### src/rtl/value_uart_reporter_pkg.sv
// value_uart_reporter_pkg: shared FSM states, ASCII constants and hex encoding for the value reporter.
package value_uart_reporter_pkg;
    typedef enum logic [1:0] {IDLE, START, DATA, STOP} state_t;
    localparam logic [7:0] ASCII_CR = 8'h0D;
    localparam logic [7:0] ASCII_LF = 8'h0A;
    localparam int MSG_CHARS = 4;
    function automatic logic [7:0] hex_to_ascii(input logic [3:0] n);
        return n <= 4'd9 ? 8'h30 + {4'h0, n} : 8'h37 + {4'h0, n};
    endfunction
endpackage

### src/rtl/value_uart_reporter_tx.sv
// uart_tx_byte: 8N1 byte serialiser; a start presented on the final stop-bit cycle chains the next byte with no gap.
module uart_tx_byte
    import value_uart_reporter_pkg::*;
#(
    parameter int CLKS_PER_BIT = 16
) (
    input  logic       clk,
    input  logic       reset,
    input  logic       start,
    input  logic [7:0] data,
    output logic       tx,
    output logic       done
);
    localparam int BW = $clog2(CLKS_PER_BIT);
    state_t         state;
    logic [BW-1:0]  baud;
    logic [2:0]     bit_idx;
    logic [7:0]     shift;
    logic           bit_end;
    always_comb begin
        bit_end = baud == BW'(CLKS_PER_BIT - 1);
        done    = state == STOP && bit_end;
    end
    always_ff @(posedge clk or posedge reset) begin
        if (reset) begin
            state   <= IDLE;
            tx      <= 1'b1;
            baud    <= '0;
            bit_idx <= '0;
            shift   <= '0;
        end else if (state == IDLE) begin
            if (start) begin
                state <= START;
                tx    <= 1'b0;
                shift <= data;
                baud  <= '0;
            end
        end else begin
            baud <= bit_end ? '0 : baud + 1'b1;
            if (bit_end) begin
                case (state)
                    START: begin
                        state   <= DATA;
                        tx      <= shift[0];
                        shift   <= shift >> 1;
                        bit_idx <= '0;
                    end
                    DATA: begin
                        if (bit_idx == 3'd7) begin
                            state <= STOP;
                            tx    <= 1'b1;
                        end else begin
                            bit_idx <= bit_idx + 3'd1;
                            tx      <= shift[0];
                            shift   <= shift >> 1;
                        end
                    end
                    default: begin
                        state <= start ? START : IDLE;
                        tx    <= ~start;
                        if (start) shift <= data;
                    end
                endcase
            end
        end
    end
endmodule

### src/rtl/value_uart_reporter.sv
// value_uart_reporter: sends each new counter value as "HH\r\n" over 8N1 UART, coalescing changes while busy
// and pulsing missed for every change seen mid-message.
module value_uart_reporter
    import value_uart_reporter_pkg::*;
#(
    parameter int CLKS_PER_BIT = 16
) (
    input  logic       clk,
    input  logic       reset,
    input  logic [7:0] value,
    output logic       tx,
    output logic       busy,
    output logic       missed
);
    logic [7:0] last_sent, value_prev, src, data;
    logic [1:0] char_idx, sel;
    logic       load, start, done;
    always_comb begin
        load  = !busy && value != last_sent;
        start = load || (done && char_idx != 2'(MSG_CHARS - 1));
        sel   = load ? 2'd0 : char_idx + 2'd1;
        src   = load ? value : last_sent;
        data  = sel == 2'd0 ? hex_to_ascii(src[7:4]) :
                sel == 2'd1 ? hex_to_ascii(src[3:0]) :
                sel == 2'd2 ? ASCII_CR : ASCII_LF;
    end
    uart_tx_byte #(.CLKS_PER_BIT(CLKS_PER_BIT)) u_tx (
        .clk   (clk),
        .reset (reset),
        .start (start),
        .data  (data),
        .tx    (tx),
        .done  (done)
    );
    always_ff @(posedge clk or posedge reset) begin
        if (reset) begin
            last_sent  <= 8'h00;
            value_prev <= 8'h00;
            missed     <= 1'b0;
            busy       <= 1'b0;
            char_idx   <= '0;
        end else begin
            value_prev <= value;
            missed     <= busy && value != value_prev;
            if (load) begin
                last_sent <= value;
                busy      <= 1'b1;
                char_idx  <= '0;
            end else if (done) begin
                if (char_idx == 2'(MSG_CHARS - 1)) busy <= 1'b0;
                else char_idx <= char_idx + 2'd1;
            end
        end
    end
endmodule

### config.mk
export PLATFORM = sky130hd
export DESIGN_NAME = value_uart_reporter
export DESIGN_NICKNAME = d
export VERILOG_FILES = /design/src/rtl/value_uart_reporter_pkg.sv /design/src/rtl/value_uart_reporter_tx.sv /design/src/rtl/value_uart_reporter.sv
export SDC_FILE = /design/constraint.sdc
export NUM_CORES = 1
export LEC_CHECK = 0
export ABC_CLOCK_PERIOD_IN_PS = 3500
export CAP_MARGIN = 10
export CORE_ASPECT_RATIO = 1.4
export CORE_MARGIN = 4
export CORE_UTILIZATION = 40
export DETAILED_ROUTE_END_ITERATION = 6
export PLACE_DENSITY = 0.62
export SYNTH_ARGS = -nofsm -noshare
export SYNTH_HDL_FRONTEND = slang
export SYNTH_SLANG_ARGS = --single-unit
### constraint.sdc
create_clock -name clk -period 3.5 [get_ports clk]
set_input_delay 0.7 -clock clk [delete_from_list [all_inputs] [get_ports clk]]
set_output_delay 0.7 -clock clk [all_outputs]
set_load 0.005 [all_outputs]
-- Word-level counts from Yosys, hierarchy flattened
Cells that the tools add are included.
- bits in registers: 38
- input bits: 10
- output and inout bits: 3
- logic and storage cells: 89
- $add $sub $neg: 7
- $lt $le $gt $ge: 2
- eq/ne operators: 16
- mux-type cells: 34
- bitwise gates (word level): 2
- reductions and logical operators: 18
- operators with widths (cell ; number):
    two-way mux 8 bit ; 5
    adder 6 x 4 -> 7 bit (first input constant) ; 4
    two-way mux 7 bit ; 4
    two-way mux 2 bit ; 8
    != test 8 bit ; 2
    case mux 8 bit (2 select lines) ; 1
    two-way mux 4 bit ; 3
    equality test 2 bit (second input constant) ; 4
    less-or-equal comparator 4 bit (second input constant) ; 2
    two-way mux 1 bit ; 8
    AND reduction 2 bit ; 4
    nonzero test 2 bit ; 4
    two-way mux 3 bit ; 2
    != test 2 bit (second input constant) ; 3
    case mux 3 bit (2 select lines) ; 1
    adder 4 x 1 -> 4 bit (second input constant) ; 1
    equality test 2 x 1 -> 1 bit (second input constant) ; 2
    equality test 4 bit (second input constant) ; 1
    logical AND 1 bit ; 4
    logical NOT 2 bit ; 2
    case mux 2 bit (2 select lines) ; 1
    AND reduction 4 bit ; 1
    adder 3 x 1 -> 3 bit (second input constant) ; 1
    equality test 3 bit (second input constant) ; 1
    9 further kinds ; 10

-- Logic depth before layout (Yosys ltp)
Gate-level depths: netlist of the first run.
- depth in word-level cells: 11
- mapped depth: 15
- mapped depth without buffers: 12

-- By module
Synthesis of the first run repeated with hierarchy kept, for this count alone.
- cells, all modules: 221
- area total of the unflattened synthesis: 2296.0 µm²
- modules (own cells, without submodules) (module ; times used ; cells each ; area an instance (µm²) ; sequential area each (µm²)):
    value_uart_reporter ; 1 ; 113 ; 1184.9 ; 500.5
    uart_tx_byte ; 1 ; 108 ; 1111.1 ; 451.7

-- Least setup slack after synthesis of the first run
No wires, ideal clock.
- kind: input -> register
- from: in value[4]
- to: reg u_tx.shift[5]
- library setup time: 0.138 ns
- arrival time: 3.213 ns
- data required time: 3.362 ns
- slack: 0.150 ns
- cell stages on the path: 15
- path buffers: 3
- cells stage by stage: buf_2 xor2_1 nor4_2 a21oi_2 buf_2 buf_4 mux2i_1 inv_1 ha_1 nor2_1 o21ai_1 nand2_1 a21oi_1 a2111oi_2 a21oi_1
- elaborated cells between the ends (all ways): 21
- those cells by class: add/sub (4); order compare (2); eq/ne (2); mux (10); reduce/logical (3)
- RTL lines (item ; RTL line ; text):
    start: declaration ; value_uart_reporter.sv:10 ; input logic [7:0] value,
    != test 8 bit ; value_uart_reporter.sv:19 ; load = !busy && value != last_sent;
    logical AND 1 bit ; value_uart_reporter.sv:19 ;
    two-way mux 8 bit (*) ; n/a ;
    named net src[4] ; value_uart_reporter.sv:15 ; logic [7:0] last_sent, value_prev, src, data;
    adder 6 x 4 -> 7 bit / less-or-equal comparator 4 bit (equally long branches) ; value_uart_reporter_pkg.sv:8 ; return n <= 4'd9 ? 8'h30 + {4'h0, n} : 8'h37 + {4'h0, n};
    two-way mux 7 bit (*) ; value_uart_reporter_pkg.sv:8 ;
    two-way mux 7 bit (*) ; value_uart_reporter.sv:23 ; data = sel == 2'd0 ? hex_to_ascii(src[7:4]) :
    two-way mux 8 bit (*) ; value_uart_reporter_tx.sv:32, value_uart_reporter_tx.sv:61 ;
    case mux 8 bit (2 select lines) ; value_uart_reporter_tx.sv:41 ; case (state)
    two-way mux 8 bit ; value_uart_reporter_tx.sv:40 ; if (bit_end) begin
    two-way mux 8 bit (*) ; value_uart_reporter_tx.sv:31 ; end else if (state == IDLE) begin
    end signal: assignment ; value_uart_reporter_tx.sv:35 ; shift <= data;
    end signal: assignment ; value_uart_reporter_tx.sv:45 ; shift <= shift >> 1;
    end signal: assignment ; value_uart_reporter_tx.sv:61 ; if (start) shift <= data;
    end: declaration ; value_uart_reporter_tx.sv:18 ; logic [7:0] shift;
The timed path passes the listed nets; every way through them passes the cells marked *. The select of a mux whose other input is x is not followed.
A chain may end at the register's enable or synchronous reset.

-- Worst setup path after layout of the first run
- from: in value[7]
- to: reg u_tx.shift[1]
- elaborated cells between the ends (all ways): 23
- those cells by class: add/sub (4); order compare (2); eq/ne (3); mux (11); reduce/logical (3)
- RTL lines (item ; RTL line):
    != test 8 bit (*) ; value_uart_reporter.sv:19
    logical AND 1 bit (*) ; value_uart_reporter.sv:19
    two-way mux 8 bit (*) ; n/a
    named net src[4] ; value_uart_reporter.sv:15
    adder 6 x 4 -> 7 bit / less-or-equal comparator 4 bit (equally long branches) ; value_uart_reporter_pkg.sv:8
    two-way mux 7 bit (*) ; value_uart_reporter_pkg.sv:8
    two-way mux 7 bit (*) ; value_uart_reporter.sv:23
    two-way mux 8 bit (*) ; value_uart_reporter_tx.sv:32, value_uart_reporter_tx.sv:61
    case mux 8 bit (2 select lines) ; value_uart_reporter_tx.sv:41
    two-way mux 8 bit ; value_uart_reporter_tx.sv:40
    two-way mux 8 bit (*) ; value_uart_reporter_tx.sv:31
Marks and branches as above.

==> results of run 1 <==
## area by class of cell
type	count	share of cell area
clock inverter	1	0.00190
sequential	38	0.362
tap	66	0.0314
multi-input combinational	170	0.453
clock buffer	7	0.0328
inverter	13	0.0186
timing repair buffer	31	0.100
## report_power, final
part / total [mW] / internal [mW] / switching [mW]
Sequential: 0.477 / 0.457 / 0.0202
Clock: 0.310 / 0.159 / 0.151
Combinational: 0.157 / 0.0739 / 0.0829
## through the flow
stage | setup WS, ps | cells | hold WS [ps]
global route | 6.67 | 326 | 520
floorplan | 150 | 231 | 440
detailed placement | -101 | 318 | 481
CTS | 178 | 326 | 490
finish | 218 | 326 | 484
global placement | -55.6 | 318 | 469
## sequential cells by signal, indices dropped and copies added, names as in the netlist, 2 cells and up
name / count
last_sent: 8
u_tx.shift: 8
value_prev: 8
u_tx.baud: 4
u_tx.bit_idx: 3
char_idx: 2
u_tx.state: 2
## how the worst max path moves through the flow
stage                     startpoint                         to  slack, ps  cells past startpoint
after global routing        value[2]  u_tx.shift[2]$_DFFE_PP0P_          7                     13
after detailed placement    value[7]  u_tx.shift[5]$_DFFE_PP0P_       -100                     13
after CTS                   value[7]  u_tx.shift[5]$_DFFE_PP0P_        180                     13
final                       value[7]  u_tx.shift[1]$_DFFE_PP0P_        220                     15
after global placement      value[7]  u_tx.shift[1]$_DFFE_PP0P_        -60                     13
after floorplan             value[4]  u_tx.shift[5]$_DFFE_PP0P_        150                     15
## critical path, cell delays in order
cell and delay (ps):
clkdlybuf4s50_1 450, xor2_2 190, nor4_2 350, a21oi_2 110, buf_4 170, mux2i_1 200
inv_1 90, ha_1 220, nor2_1 180, o21ai_1 100, buf_4 160, nand2_1 60
a21oi_1 60, a221o_1 290, a31oi_1 160
## cells in the final DEF, fill, tap and decap left out, types with 3 or more instances in the layout
cell             synthesis  routed
nor3_1                   4       4
a21oi_1                 12      12
mux2i_1                  7       7
ha_1                    12      12
o22ai_1                  7       7
nor2b_1                  4       4
clkbuf_8                 0       6
nand2_1                 22      22
xnor2_1                  3       3
nand3_1                  3       3
xor2_1                  17      16
dfrtp_1                 37      37
o21ai_1                  6       6
a31oi_1                  5       5
nor2_1                  17      17
inv_1                   12      12
nor4_1                   3       3
o21ai_0                 10      10
mux2_1                   4       4
clkdlybuf4s50_1          0      12
buf_4                    2      19
## layer usage
layer	GRT usage	up-vias	part of all wire
met1	0.170	855	0.42
met2	0.290	26	0.52
met3	0.0362	11	0.027
met4	0.0768	0	0.031
li1	-	876	-
met5	0	-	0
## logic make-up (layout without fill, tap and decap cells)
kind of cell	Yosys count	in the layout	share of synthesized area
flip-flops	38	38	0.427
XOR/XNOR	20	20	0.0785
AND/OR/NAND/NOR	63	63	0.139
adder cells (fa/ha/maj)	12	12	0.0673
AO/OA/AOI/OAI	63	63	0.187
multiplexers	12	12	0.0583
buffers and inverters	23	52	0.0437
==> results.py, run 1 <==
metrics = {
    "status": {
        "run_status": "complete, no violations",
    },
    "synthesis": {
        "synthArstFlopShare": 1.00,
        "synth_top_cell_by_area": "dfrtp_1",
        "syn_avg_cell_area_sq_um": 9.66,
        "synth_top_area_share": 0.415,
        "syn-cell-area_sq_um": 2230,
        "syn_inst": 231,
        "synth-seq-cells": 38,
        "synthDistinctLibCells": 49,
        "synth.most_common_cell": "dfrtp_1",
        "syn_nets": 253,
        "synth-edff-count": 0,
        "yosysWarnings": 0,
        "seq_area_frac_synth": 0.427,
        "synth_area_leaders": "dfrtp_1 (41%), ha_1 (6.7%), xor2_1 (6.7%)",
        "synth_common_cells": "dfrtp_1 (37), nand2_1 (22), nor2_1 (17), xor2_1 (17)",
        "synth_ff_type": "dfrtp_1",
    },
    "grt": {
        "grt_usage": 0.158,
        "grt_max_degree": 23,
        "grt_pass1_wl_microns": 8510,
        "grt_pass1_vias": 1853,
        "antenna_found_initial": 0,
        "grt.overflow.total": 0,
    },
    "clock_tree": {
        "clock_path_buffers": 2,
        "cts_resized": 0,
        "clock_sinks": 38,
        "cts_tree": "done",
        "numCtsBuffers": 5,
        "cts_hold_buf": 0,
        "cts_root_buf": "clkbuf_8",
        "postCtsSetupRepairBufs": 0,
        "cts.reportedPaths.clkPinSlew_ps": 70,
        "htree_levels": 2,
        "clk_latency_ps": 290,
    },
    "worst_setup_path": {
        "r2r_start": "last_sent[7]$_DFF_PP0_",
        "reg2reg_depth": 14,
        "cp.arrival_ps": 3500,
        "reg2reg_slack_ps": 610,
        "endpoint_kind": "flip-flop",
        "critPathMaxFanout": 6,
        "critPathKind": "input port to flip-flop",
        "crit_required_ps": 3710,
        "r2r_end": "u_tx.shift[1]$_DFFE_PP0P_",
        "crit_path_start_kind": "input port",
    },
    "sta": {
        "clock_skew_ps": 4.91,
        "slew_violations": 0,
        "fin_tns_setup_ps": 0,
        "setup-violations-final": 0,
        "timing.fmax_ghz": 0.305,
        "worst-slew-pin-transition_ps": 889,
        "grt_setup_unrepaired": "false",
        "max_slew_margin": 0.407,
        "fin_crit_ps": 3280,
        "hold_viol": 0,
        "fin_crit_sh": 0.938,
    },
    "layout": {
        "final_util": 0.498,
        "stdcell_area_sq_um": 2630,
        "multi_input_area_sq_um": 1190,
        "fillers": 515,
        "drive_gt1_frac": 0.138,
        "area_growth_pct": 17.8,
        "insertedDiodeCount": 0,
        "regArea_sq_um": 952,
        "fin_nets": 281,
    },
    "die": {
        "dieWidth_microns": 71.1,
        "num_rows": 31,
        "dieArea_sq_um": 6860,
        "ios": 13,
        "initial_utilization": 0.423,
        "die_h_microns": 96.4,
        "fp.coreArea_sq_um": 5280,
    },
    "detailed_routing": {
        "totalWireLength_microns": 4900,
        "wl_per_cell_microns": 15.0,
        "detail_route.iter0.violations": 57,
        "drc": 0,
        "dr.pass1.iters": 4,
        "vias_per_cell": 5.42,
        "ant_nets": 0,
        "vias": 1768,
    },
    "hold_path": {
        "min-delay-start": "u_tx.baud[3]$_DFFE_PP0P_",
        "hold_depth": 1,
        "hold_class": "flip-flop to flip-flop",
        "hold_path_end": "u_tx.baud[3]$_DFFE_PP0P_",
    },
    "job": {
        "maxCapViolations": 0,
    },
    "placement": {
        "portBuffers": 12,
        "placed_area_sq_um": 2530,
        "gp_congestion": 0.872,
        "hpwl_microns": 3780,
    },
    "power": {
        "power_mw": 0.944,
        "ir_drop_mv": 0.218,
        "power_density_nw_per_um2": 359,
        "p_leak_nw": 1.19,
    },
}
No activity file was read; power rests on OpenSTA's default activity.
==> run 2: changes to the inputs <==
CORE_MARGIN = not set   (was 4)
SYNTH_HIERARCHICAL = 1   (was not set)
==> run 2 against run 1 <==
  * Fmax down 1.8%
  * First-iteration DRC count is 37% higher
  * Register-to-register slack got worse by 30 ps
  * Critical endpoint is now u_tx/shift[1]$_DFFE_PP0P_
  * Die area decreased by 12%
  * Largest cell class unchanged
  * Non-clock buffer count up 2
==> results.py, run 2 <==
metrics = {
    "sta": {
        "slew_violations": 0,
        "clock_skew_ps": 8.65,
        "worst-slew-pin-transition_ps": 780,
        "setup-violations-final": 0,
        "grt_setup_unrepaired": "false",
        "max_slew_margin": 0.479,
        "fin_crit_sh": 0.955,
        "setup_ws_ps": 158,
        "timing.fmax_ghz": 0.299,
        "hold_viol": 0,
        "fin_crit_ps": 3340,
        "timing.hold.ws_ps": 511,
    },
    "layout": {
        "area_growth_pct": 20.6,
        "final_cell_mix": "dfrtp_1 (37), buf_4 (21), nand2_1 (17), xor2_1 (14), inv_1 (14)",
        "fin_nets": 277,
        "final_common_cell": "dfrtp_1",
        "drive_gt1_frac": 0.219,
        "stdcell_area_sq_um": 2770,
        "fillers": 516,
        "top_regs": "last_sent: 8 flops, u_tx/shift: 8 flops, value_prev: 8 flops",
        "insertedDiodeCount": 0,
        "layoutNonFillerInstCount": 324,
    },
    "clock_tree": {
        "cts_tree": "done",
        "clock_sinks": 38,
        "htree_levels": 2,
        "cts_root_buf": "clkbuf_8",
        "clock_path_buffers": 2,
        "cts.reportedPaths.clkPinSlew_ps": 80,
        "numCtsBuffers": 5,
        "clk_latency_ps": 290,
    },
    "placement": {
        "hpwl_microns": 3590,
        "place_ws_ps": -220,
        "placed_area_sq_um": 2620,
        "gp_congestion": 0.825,
        "dp_cells": 315,
        "portBuffers": 12,
    },
    "synthesis": {
        "synthDistinctLibCells": 57,
        "synth.most_common_cell": "dfrtp_1",
        "syn-cell-area_sq_um": 2300,
        "synth_top_area_share": 0.403,
        "synth-edff-count": 0,
        "synth_top_cell_by_area": "dfrtp_1",
        "synth_ff_type": "dfrtp_1",
        "syn_avg_cell_area_sq_um": 10.4,
        "synth_common_cells": "dfrtp_1 (37), nand2_1 (17), xor2_1 (16), inv_1 (14), mux2i_1 (13)",
        "syn_inst": 221,
        "yosysWarnings": 6,
        "syn_nets": 243,
        "synth-seq-cells": 38,
        "synthArstFlopShare": 1.00,
        "seq_area_frac_synth": 0.415,
        "synth_area_leaders": "dfrtp_1 (40%), ha_1 (6.5%), xor2_1 (6.1%)",
    },
    "grt": {
        "grt_pass1_vias": 1754,
        "grt_pass1_wl_microns": 8310,
        "grt_usage": 0.181,
        "antenna_found_initial": 0,
        "grt_max_degree": 21,
        "grt.overflow.total": 0,
    },
    "die": {
        "dieWidth_microns": 66.0,
        "dieArea_sq_um": 6050,
        "ios": 13,
        "num_rows": 32,
        "fp.coreArea_sq_um": 5530,
        "initial_utilization": 0.416,
        "die_h_microns": 91.6,
    },
    "worst_setup_path": {
        "path_buf_inv": 2,
        "cp.arrival_ps": 3510,
        "endpoint_kind": "flip-flop",
        "path_cells": "clkdlybuf4s50_1 -> xor2_1 -> nor4_2 -> a21oi_2 -> mux2_4 -> inv_1 -> ha_2 -> nor2_2 -> o21a_1 -> or3_1 -> a32o_1 -> nand2b_1 -> mux2i_1 -> a2bb2oi_1",
        "critical-path-slowest-cell": "clkdlybuf4s50_1",
        "critPathMaxFanout": 4,
        "critPathKind": "input port to flip-flop",
        "cpLargestDelayFamily": "compound AO/OA/AOI/OAI gates",
        "crit_path_start_kind": "input port",
        "crit_required_ps": 3660,
        "cpPeakStageDelay_ps": 500,
    },
    "status": {
        "run_status": "complete, no violations",
    },
    "detailed_routing": {
        "wl_per_cell_microns": 14.9,
        "drc": 0,
        "dr.pass1.iters": 4,
        "vias_per_cell": 5.30,
        "totalWireLength_microns": 4830,
        "ant_nets": 0,
        "detail_route.iter0.violations": 78,
        "vias": 1716,
    },
    "job": {
        "maxCapViolations": 0,
    },
    "power": {
        "power_mw": 0.866,
        "ir_drop_mv": 0.193,
        "power_density_nw_per_um2": 313,
        "p_leak_nw": 1.36,
    },
    "hold_path": {
        "hold_class": "flip-flop to flip-flop",
    },
}
==> run 2: changes by cell type after synthesis, sizes merged, moves of 3 or more <==
cell / delta
a2bb2oi: +7
a31oi: -5
o21ai: -8
nor2: -8
clkbuf: -3
nand3: +5
nand2b: +8
a21oi: -10
a211o: +4
nand2: -5
o22ai: -5
mux2i: +6
==> run 2: layout make-up <==
type / instances / area, sq um / area share
inverter: 14 / 52.6 / 0.0190
tap: 68 / 85.1 / 0.0307
clock buffer: 7 / 86.3 / 0.0312
timing repair buffer: 33 / 288 / 0.104
multi-input combinational: 163 / 1300 / 0.469
sequential: 38 / 952 / 0.344
clock inverter: 1 / 5.00 / 0.00181
==> run 2: path summary, 6_finish.rpt <==
| path | from | end | slack, ps | depth (start not counted) |
|---|---|---|---|---|
| worst max-delay path | value[1] | u_tx/shift[1]$_DFFE_PP0P_ | 160 | 14 |
| worst min-delay path | u_tx/bit_idx[2]$_DFFE_PP0P_ | u_tx/bit_idx[2]$_DFFE_PP0P_ | 510 | 1 |
| worst max register to register | last_sent[0]$_DFF_PP0_ | u_tx/shift[1]$_DFFE_PP0P_ | 580 | 13 |
| worst min register to register | u_tx/bit_idx[2]$_DFFE_PP0P_ | u_tx/bit_idx[2]$_DFFE_PP0P_ | 510 | 1 |
| max in group asynchronous | reset | last_sent[4]$_DFF_PP0_ | 2130 | 2 |
| min in group asynchronous | reset | u_tx/state[1]$_DFFE_PP0P_ | 840 | 2 |
==> run 2: cells by family after synthesis <==
group / synth area share
AND/OR/NAND/NOR: 0.154
multiplexers: 0.0877
flip-flops: 0.415
other: 0.00163
AO/OA/AOI/OAI: 0.171
XOR/XNOR: 0.0687
adder cells (fa/ha/maj): 0.0654
buffers and inverters: 0.0371
==> run 2: where the power goes <==
part	switching (mW)	leakage, nW	internal [mW]	total [mW]
clock	0.149	0.0482	0.159	0.308
combinational	0.0492	0.844	0.0515	0.101
sequential	0.00817	0.464	0.449	0.457
total	0.207	1.36	0.659	0.866
==> run 2: routing by layer <==
metal,global-route usage,vias to the layer above,wire length (microns)
met2,0.327,20,2590
li1,-,862,-
met1,0.208,828,2050
met4,0.0691,0,77
met5,0,-,0
met3,0.0261,6,106
==> run 2: repair_timing <==
item | CTS | global route
setup buffers | 0 | 1
endpoints found under the setup margin | 0 | 3
resized for setup | 0 | 13
hold buffers | 0 | 0
==> run 2: through the flow <==
step,TNS [ps],utilization
CTS,0,0.490
global route,0,0.501
floorplan,0,-
detailed placement,-804,0.474
finish,0,0.501
global placement,-870,0.474
